==> src/rtl/rect_layer_renderer.sv <==
`default_nettype none
// ============================================================================
// Module   : rect_layer_renderer
// Function : NUM_RECTS programmable rectangle slots composited over an
//            incoming ARGB pixel stream. The lowest-index hit slot wins and
//            is drawn opaque or alpha-blended. Two register stages, no
//            backpressure.
// Revision : 1.0 - initial release
// ============================================================================
module rect_layer_renderer #(
  parameter int NUM_RECTS = 4,
  parameter int X_WIDTH   = 11,
  parameter int Y_WIDTH   = 12,
  parameter int SLOT_W    = (NUM_RECTS > 1) ? $clog2(NUM_RECTS) : 1
) (
  input  logic               clk,
  input  logic               rst_n,
  input  logic               prog_en,
  input  logic               prog_clear,
  input  logic [SLOT_W-1:0]  prog_slot,
  input  logic               prog_enable,
  input  logic               prog_blend,
  input  logic [X_WIDTH-1:0] prog_x,
  input  logic [Y_WIDTH-1:0] prog_y,
  input  logic [X_WIDTH-1:0] prog_width,
  input  logic [Y_WIDTH-1:0] prog_height,
  input  logic [31:0]        prog_color,
  input  logic               in_valid,
  input  logic [X_WIDTH-1:0] x,
  input  logic [Y_WIDTH-1:0] y,
  input  logic [31:0]        color_in,
  output logic               out_valid,
  output logic [X_WIDTH-1:0] x_out,
  output logic [Y_WIDTH-1:0] y_out,
  output logic [31:0]        color_out
);

  // Per-slot results exported from the slot generate loop
  logic [NUM_RECTS-1:0] w_hit;
  logic [NUM_RECTS-1:0] w_blend;
  logic [31:0]          w_col [NUM_RECTS];

  // Priority-selected slot for the current input pixel
  logic        w_any;
  logic        w_sel_blend;
  logic [31:0] w_sel_fg;

  // Stage 1 registers
  logic               r1_valid;
  logic [X_WIDTH-1:0] r1_x;
  logic [Y_WIDTH-1:0] r1_y;
  logic [31:0]        r1_bg;
  logic               r1_hit;
  logic               r1_blend;
  logic [31:0]        r1_fg;

  // Stage 2 registers
  logic               r2_valid;
  logic [X_WIDTH-1:0] r2_x;
  logic [Y_WIDTH-1:0] r2_y;
  logic [31:0]        r2_color;

  // Composite result feeding stage 2
  logic [7:0]  w_alpha;
  logic [7:0]  w_inv_alpha;
  logic [31:0] w_comp;

  // One blended channel: (a*f + (256-a)*b) >> 8. Only called for a in 1..254,
  // so 256-a fits in 8 bits and the 17-bit sum never exceeds 16 bits.
  function automatic logic [7:0] blend_ch(input logic [7:0] a,
                                          input logic [7:0] inv_a,
                                          input logic [7:0] f,
                                          input logic [7:0] b);
    logic [15:0] p_f;
    logic [15:0] p_b;
    logic [16:0] s;
    p_f = {8'h00, a} * {8'h00, f};
    p_b = {8'h00, inv_a} * {8'h00, b};
    s   = {1'b0, p_f} + {1'b0, p_b};
    return s[15:8];
  endfunction

  genvar k;
  generate
    for (k = 0; k < NUM_RECTS; k++) begin : g_slot
      logic               r_en;
      logic               r_bl;
      logic [X_WIDTH-1:0] r_x0;
      logic [Y_WIDTH-1:0] r_y0;
      logic [X_WIDTH-1:0] r_w;
      logic [Y_WIDTH-1:0] r_h;
      logic [31:0]        r_col;
      logic               w_wr;
      logic [X_WIDTH:0]   w_xend;
      logic [Y_WIDTH:0]   w_yend;

      // Out-of-range slot numbers match no k and are therefore dropped
      assign w_wr   = prog_en && (prog_slot == SLOT_W'(k));
      // One extra bit so origin + size can never wrap
      assign w_xend = {1'b0, r_x0} + {1'b0, r_w};
      assign w_yend = {1'b0, r_y0} + {1'b0, r_h};

      assign w_hit[k]   = r_en && (x >= r_x0) && ({1'b0, x} < w_xend)
                               && (y >= r_y0) && ({1'b0, y} < w_yend);
      assign w_blend[k] = r_bl;
      assign w_col[k]   = r_col;

      // Slot storage: a write to this slot overrides a same-cycle clear
      always_ff @(posedge clk) begin
        if (!rst_n) begin
          r_en  <= 1'b0;
          r_bl  <= 1'b0;
          r_x0  <= '0;
          r_y0  <= '0;
          r_w   <= '0;
          r_h   <= '0;
          r_col <= 32'h0;
        end else if (w_wr) begin
          r_en  <= prog_enable;
          r_bl  <= prog_blend;
          r_x0  <= prog_x;
          r_y0  <= prog_y;
          r_w   <= prog_width;
          r_h   <= prog_height;
          r_col <= prog_color;
        end else if (prog_clear) begin
          r_en  <= 1'b0;
        end
      end
    end
  endgenerate

  // Lowest-index hit wins: scan from the top so slot 0 is applied last
  always_comb begin
    w_any       = 1'b0;
    w_sel_blend = 1'b0;
    w_sel_fg    = 32'h0;
    for (int i = NUM_RECTS - 1; i >= 0; i--) begin
      if (w_hit[i]) begin
        w_any       = 1'b1;
        w_sel_blend = w_blend[i];
        w_sel_fg    = w_col[i];
      end
    end
  end

  // Stage 1: latch the pixel and the winning slot's attributes
  always_ff @(posedge clk) begin
    if (!rst_n) begin
      r1_valid <= 1'b0;
      r1_x     <= '0;
      r1_y     <= '0;
      r1_bg    <= 32'h0;
      r1_hit   <= 1'b0;
      r1_blend <= 1'b0;
      r1_fg    <= 32'h0;
    end else begin
      r1_valid <= in_valid;
      r1_x     <= x;
      r1_y     <= y;
      r1_bg    <= color_in;
      r1_hit   <= w_any;
      r1_blend <= w_sel_blend;
      r1_fg    <= w_sel_fg;
    end
  end

  assign w_alpha     = r1_fg[31:24];
  assign w_inv_alpha = ~w_alpha + 8'd1;

  // Composite: pass-through, opaque, or blend with alpha extremes short-cut
  always_comb begin
    w_comp = r1_bg;
    if (r1_hit) begin
      if (!r1_blend || (w_alpha == 8'hFF)) begin
        w_comp = r1_fg;
      end else if (w_alpha == 8'h00) begin
        w_comp = r1_bg;
      end else begin
        w_comp = {8'hFF,
                  blend_ch(w_alpha, w_inv_alpha, r1_fg[23:16], r1_bg[23:16]),
                  blend_ch(w_alpha, w_inv_alpha, r1_fg[15:8],  r1_bg[15:8]),
                  blend_ch(w_alpha, w_inv_alpha, r1_fg[7:0],   r1_bg[7:0])};
      end
    end
  end

  // Stage 2: output register
  always_ff @(posedge clk) begin
    if (!rst_n) begin
      r2_valid <= 1'b0;
      r2_x     <= '0;
      r2_y     <= '0;
      r2_color <= 32'h0;
    end else begin
      r2_valid <= r1_valid;
      r2_x     <= r1_x;
      r2_y     <= r1_y;
      r2_color <= w_comp;
    end
  end

  assign out_valid = r2_valid;
  assign x_out     = r2_x;
  assign y_out     = r2_y;
  assign color_out = r2_color;

endmodule
`default_nettype wire

==> config.mk <==
export PLATFORM = sky130hd
export DESIGN_NAME = rect_layer_renderer
export DESIGN_NICKNAME = d
export VERILOG_FILES = /design/src/rtl/rect_layer_renderer.sv
export SDC_FILE = /design/constraint.sdc
export NUM_CORES = 2
export LEC_CHECK = 0
export CORE_ASPECT_RATIO = 1.2
export CORE_MARGIN = 2
export CORE_UTILIZATION = 45
export DETAILED_ROUTE_END_ITERATION = 10
export DONT_BUFFER_PORTS = 1
export PLACE_DENSITY = 0.62
export SETUP_SLACK_MARGIN = 0.3
export SLEW_MARGIN = 20
export SYNTH_ARGS = -nofsm -noshare
export SYNTH_HDL_FRONTEND = slang
export SYNTH_SLANG_ARGS = --single-unit
==> constraint.sdc <==
create_clock -name clk -period 6.3 [get_ports clk]
set_clock_uncertainty 0.1 [all_clocks]
set_input_delay 1.26 -clock clk [delete_from_list [all_inputs] [get_ports clk]]
set_output_delay 1.26 -clock clk [all_outputs]
set_load 0.01 [all_outputs]
==> flow_summary.toml <==
[cts]
tritoncts = "done"
clock_latency_ns = 0.64
cts_num_sinks = 466
clk_pin_slew_worst_paths_ns = 0.07
cts_root_buf = "clkbuf_16"
cts_buffers = 53
htreeDepth = 2
cts_buffer_depth = 3
postCtsHoldBufs = 0

[power_and_ir_drop]
ir_drop_mv = 0.2232
leakage_nw = 18.22
p_sw_w = 0.001874
pwr-share-comb_pct = 9.2
pwr-share-clk_pct = 46.9
swShare_pct = 26.20
p_int_w = 0.005280
pwr-share-seq_pct = 43.9
power_density_mw_per_mm2 = 173.5

[layout]
layout.nets = 5205
stdcell_count = 5419
design_area_sq_mm = 0.04122
fillers = 7786
drive_gt1_share_pct = 9.466
area_growth_pct = 11.77

[floorplanning]
start_util_pct = 45.21
die_x_um = 265.4
io_pins = 198
die_h_um = 317.6
fp.dieArea_sq_mm = 0.08428
num_rows = 115
core_sq_mm = 0.08158

[yosys]
synth.avg_cell_area_sq_um = 8.440
synth_edf_count = 0
synthesis.nets = 5255
seq_area_frac_synth_pct = 25.29
synth_cell_types = 78
synth.cell_area_sq_mm = 0.03688
ys_warn_count = 0
ys_seq_elements = 466
async_flop_share_pct = 0
synth_flop_cell = "dfxtp_1"
syn-instance-count = 4370

[worst_hold_path]
hold_path_class = "reg -> reg"

[global_route]
grt_pass1_wl_mm = 168.4
antenna_found_initial = 5
grt_max_degree = 167
grt_pass1_vias = 29990
grt_usage_pct = 25.35
grt-ovfl-total = 0

[timing]
tightest_slew_ns = 1.121
max_freq_ghz = 0.1634
rsz0062_at_grt = "yes"
setup_tns_ns = 0
relSlewSlack_pct = 25.26
worst_slack_ns = 0.1785
timing_hold_violations_final = 0
period_share_pct = 97.17
period_minus_slack_ns = 6.122
setup_viol = 0
slew_violations = 0

[worst_setup_path]
critPathSlowestCell = "fa_1"
cp.required_ns = 6.72
crit_buf_inv = 8
worst_setup_path_end_kind = "flip-flop"
critical-path-max-stage-delay_ns = 0.54
startpoint_type = "flip-flop"
critPathTopFamily = "adder cells"
critical_path.max_fanout = 4
crit_arrival_ns = 6.54
crit_type = "reg -> reg"
cpMostUsedCell = "fa_1"

[placed_design]
dp.cells = 5281
io_buffers = 0
dpl.hpwl_mm = 75.27
dpl_worst_slack_ns = -0.02958
place_area_sq_mm = 0.03829
place.gp.congestion = 0.8826

[routing]
route.detailed.drc = 0
routedWlPerCell_um = 19.59
drtAntennaViolNets = 0
vias = 29410
drt-total-wl_mm = 106.1
first_pass_iters = 6
viasPerCell = 5.428
drt-initial-drc-count = 1493

[flow_run]
cap_violations = 0

[run_status]
outcome = "finished clean"
sequential cells by signal, summed over array words and instances, names as in the netlist:
| register | cells |
|---|---|
| y_out | 12 |
| g_slot.r_en | 4 |
| g_slot.r_bl | 4 |
| out_valid | 1 |
| x_out | 11 |
| r1_bg | 32 |
| g_slot.r_col | 128 |
| color_out | 32 |
| g_slot.r_h | 48 |
| r1_blend | 1 |
| r1_fg | 32 |
| r1_y | 12 |
| g_slot.r_w | 44 |
| g_slot.r_x0 | 44 |
| r1_hit | 1 |
| g_slot.r_y0 | 48 |
| r1_x | 11 |
| r1_valid | 1 |
synthesized netlist by cell type, types with 36 or more instances:
| cell type | n | area (sq um) |
|---|---|---|
| mux2i_1 | 36 | 360.4 |
| xor2_1 | 60 | 525.5 |
| and2_1 | 304 | 1902 |
| nand2_1 | 891 | 3344 |
| xnor2_1 | 46 | 402.9 |
| ha_1 | 450 | 5630 |
| o2111ai_1 | 38 | 332.8 |
| inv_1 | 505 | 1896 |
| o21ai_0 | 71 | 355.3 |
| nor2_1 | 82 | 307.8 |
| clkbuf_1 | 192 | 720.7 |
| dfxtp_1 | 466 | 9329 |
| a21oi_1 | 431 | 2157 |
| nand3_1 | 39 | 195.2 |
| fa_1 | 293 | 5866 |
| nor3b_1 | 36 | 270.3 |
power by group through the flow:
stage	registers, W	clock network, W	logic, W
after floorplan	0.00316	0	0.000511
after global placement	0.00320	0	0.000641
after detailed placement	0.00320	0	0.000654
after CTS	0.00314	0.00345	0.000660
after global routing	0.00315	0.00355	0.000752
final	0.00314	0.00336	0.000659
cell type report:
cell class	count	area [sq um]	area share, %
Tap cell	1053	1318	3.196
Timing Repair Buffer	119	1130	2.741
Antenna cell	3	7.507	0.01821
Sequential cell	466	9339	22.65
Inverter	506	1909	4.632
Multi-Input combinational cell	3174	25630	62.17
Clock inverter	31	404.1	0.9803
Clock buffer	67	1489	3.612
per-stage QoR:
step	total power [W]	util, %	hold slack [ns]
floorplan	0.003674	-	0.3119
global placement	0.003842	46.94	0.3130
detailed placement	0.003857	46.94	0.3169
CTS	0.007244	49.90	0.3322
global route	0.007453	50.52	0.3481
finish	0.007154	50.53	0.3312
cells in the final DEF, fill, tap and decap left out, types with 76 or more instances in the layout:
cell     Yosys  routed
and2_1     304     290
nor2_1      82      76
ha_1       450     424
a21oi_1    431     424
dfxtp_1    466     462
buf_4        7      90
nand2_1    891     878
fa_1       293     277
inv_1      505     473
worst register-to-register path, stage by stage (launching register included):
cell	delay, ns
dfxtp_4	0.35
inv_2	0.06
ha_4	0.12
nor3b_4	0.21
buf_6	0.15
xnor2_4	0.10
buf_12	0.16
buf_6	0.11
and2_4	0.15
fa_1	0.48
fa_1	0.51
inv_2	0.04
fa_1	0.52
inv_1	0.05
fa_1	0.45
fa_1	0.51
inv_2	0.04
fa_1	0.54
inv_2	0.05
ha_4	0.15
or3_1	0.39
o21ai_2	0.12
nor2_1	0.11
xor2_1	0.17
a222oi_1	0.28
nor2_1	0.06
per-layer routing:
| layer | global-route usage [%] | up-vias | part of all wire [%] |
|---|---|---|---|
| met1 | 30.64 | 14290 | 41 |
| li1 | - | 14240 | - |
| met3 | 4.484 | 169 | 5.9 |
| met5 | 0 | - | 0.038 |
| met2 | 45.68 | 711 | 50 |
| met4 | 7.420 | 6 | 3.1 |
kinds of logic after synthesis:
| logic type | share of synthesized area, % |
|---|---|
| mux | 0.9770 |
| flops | 25.29 |
| xor+xnor | 2.517 |
| fa+ha+maj | 31.17 |
| buf+inv | 7.575 |
| compound gates | 13.74 |
| simple gates | 18.73 |
worst paths after layout:
kind | from | end | slack [ns] | cells past startpoint
min | r1_x[5] | x_out[5] | 0.33 | 1
max reg2reg | r1_fg[25] | color_out[4] | 0.18 | 25
min reg2reg | r1_x[5] | x_out[5] | 0.33 | 1
max | r1_fg[25] | color_out[4] | 0.18 | 25
what timing repair did:
item / 4_1_cts / 5_1_grt
buffers inserted: 21 / 14
gates resized for setup: 89 / 87
gates cloned: 1 / 1
endpoints found under the setup margin: 23 / 24
pin swaps: 66 / 53
(Power assumes the default switching activity.)
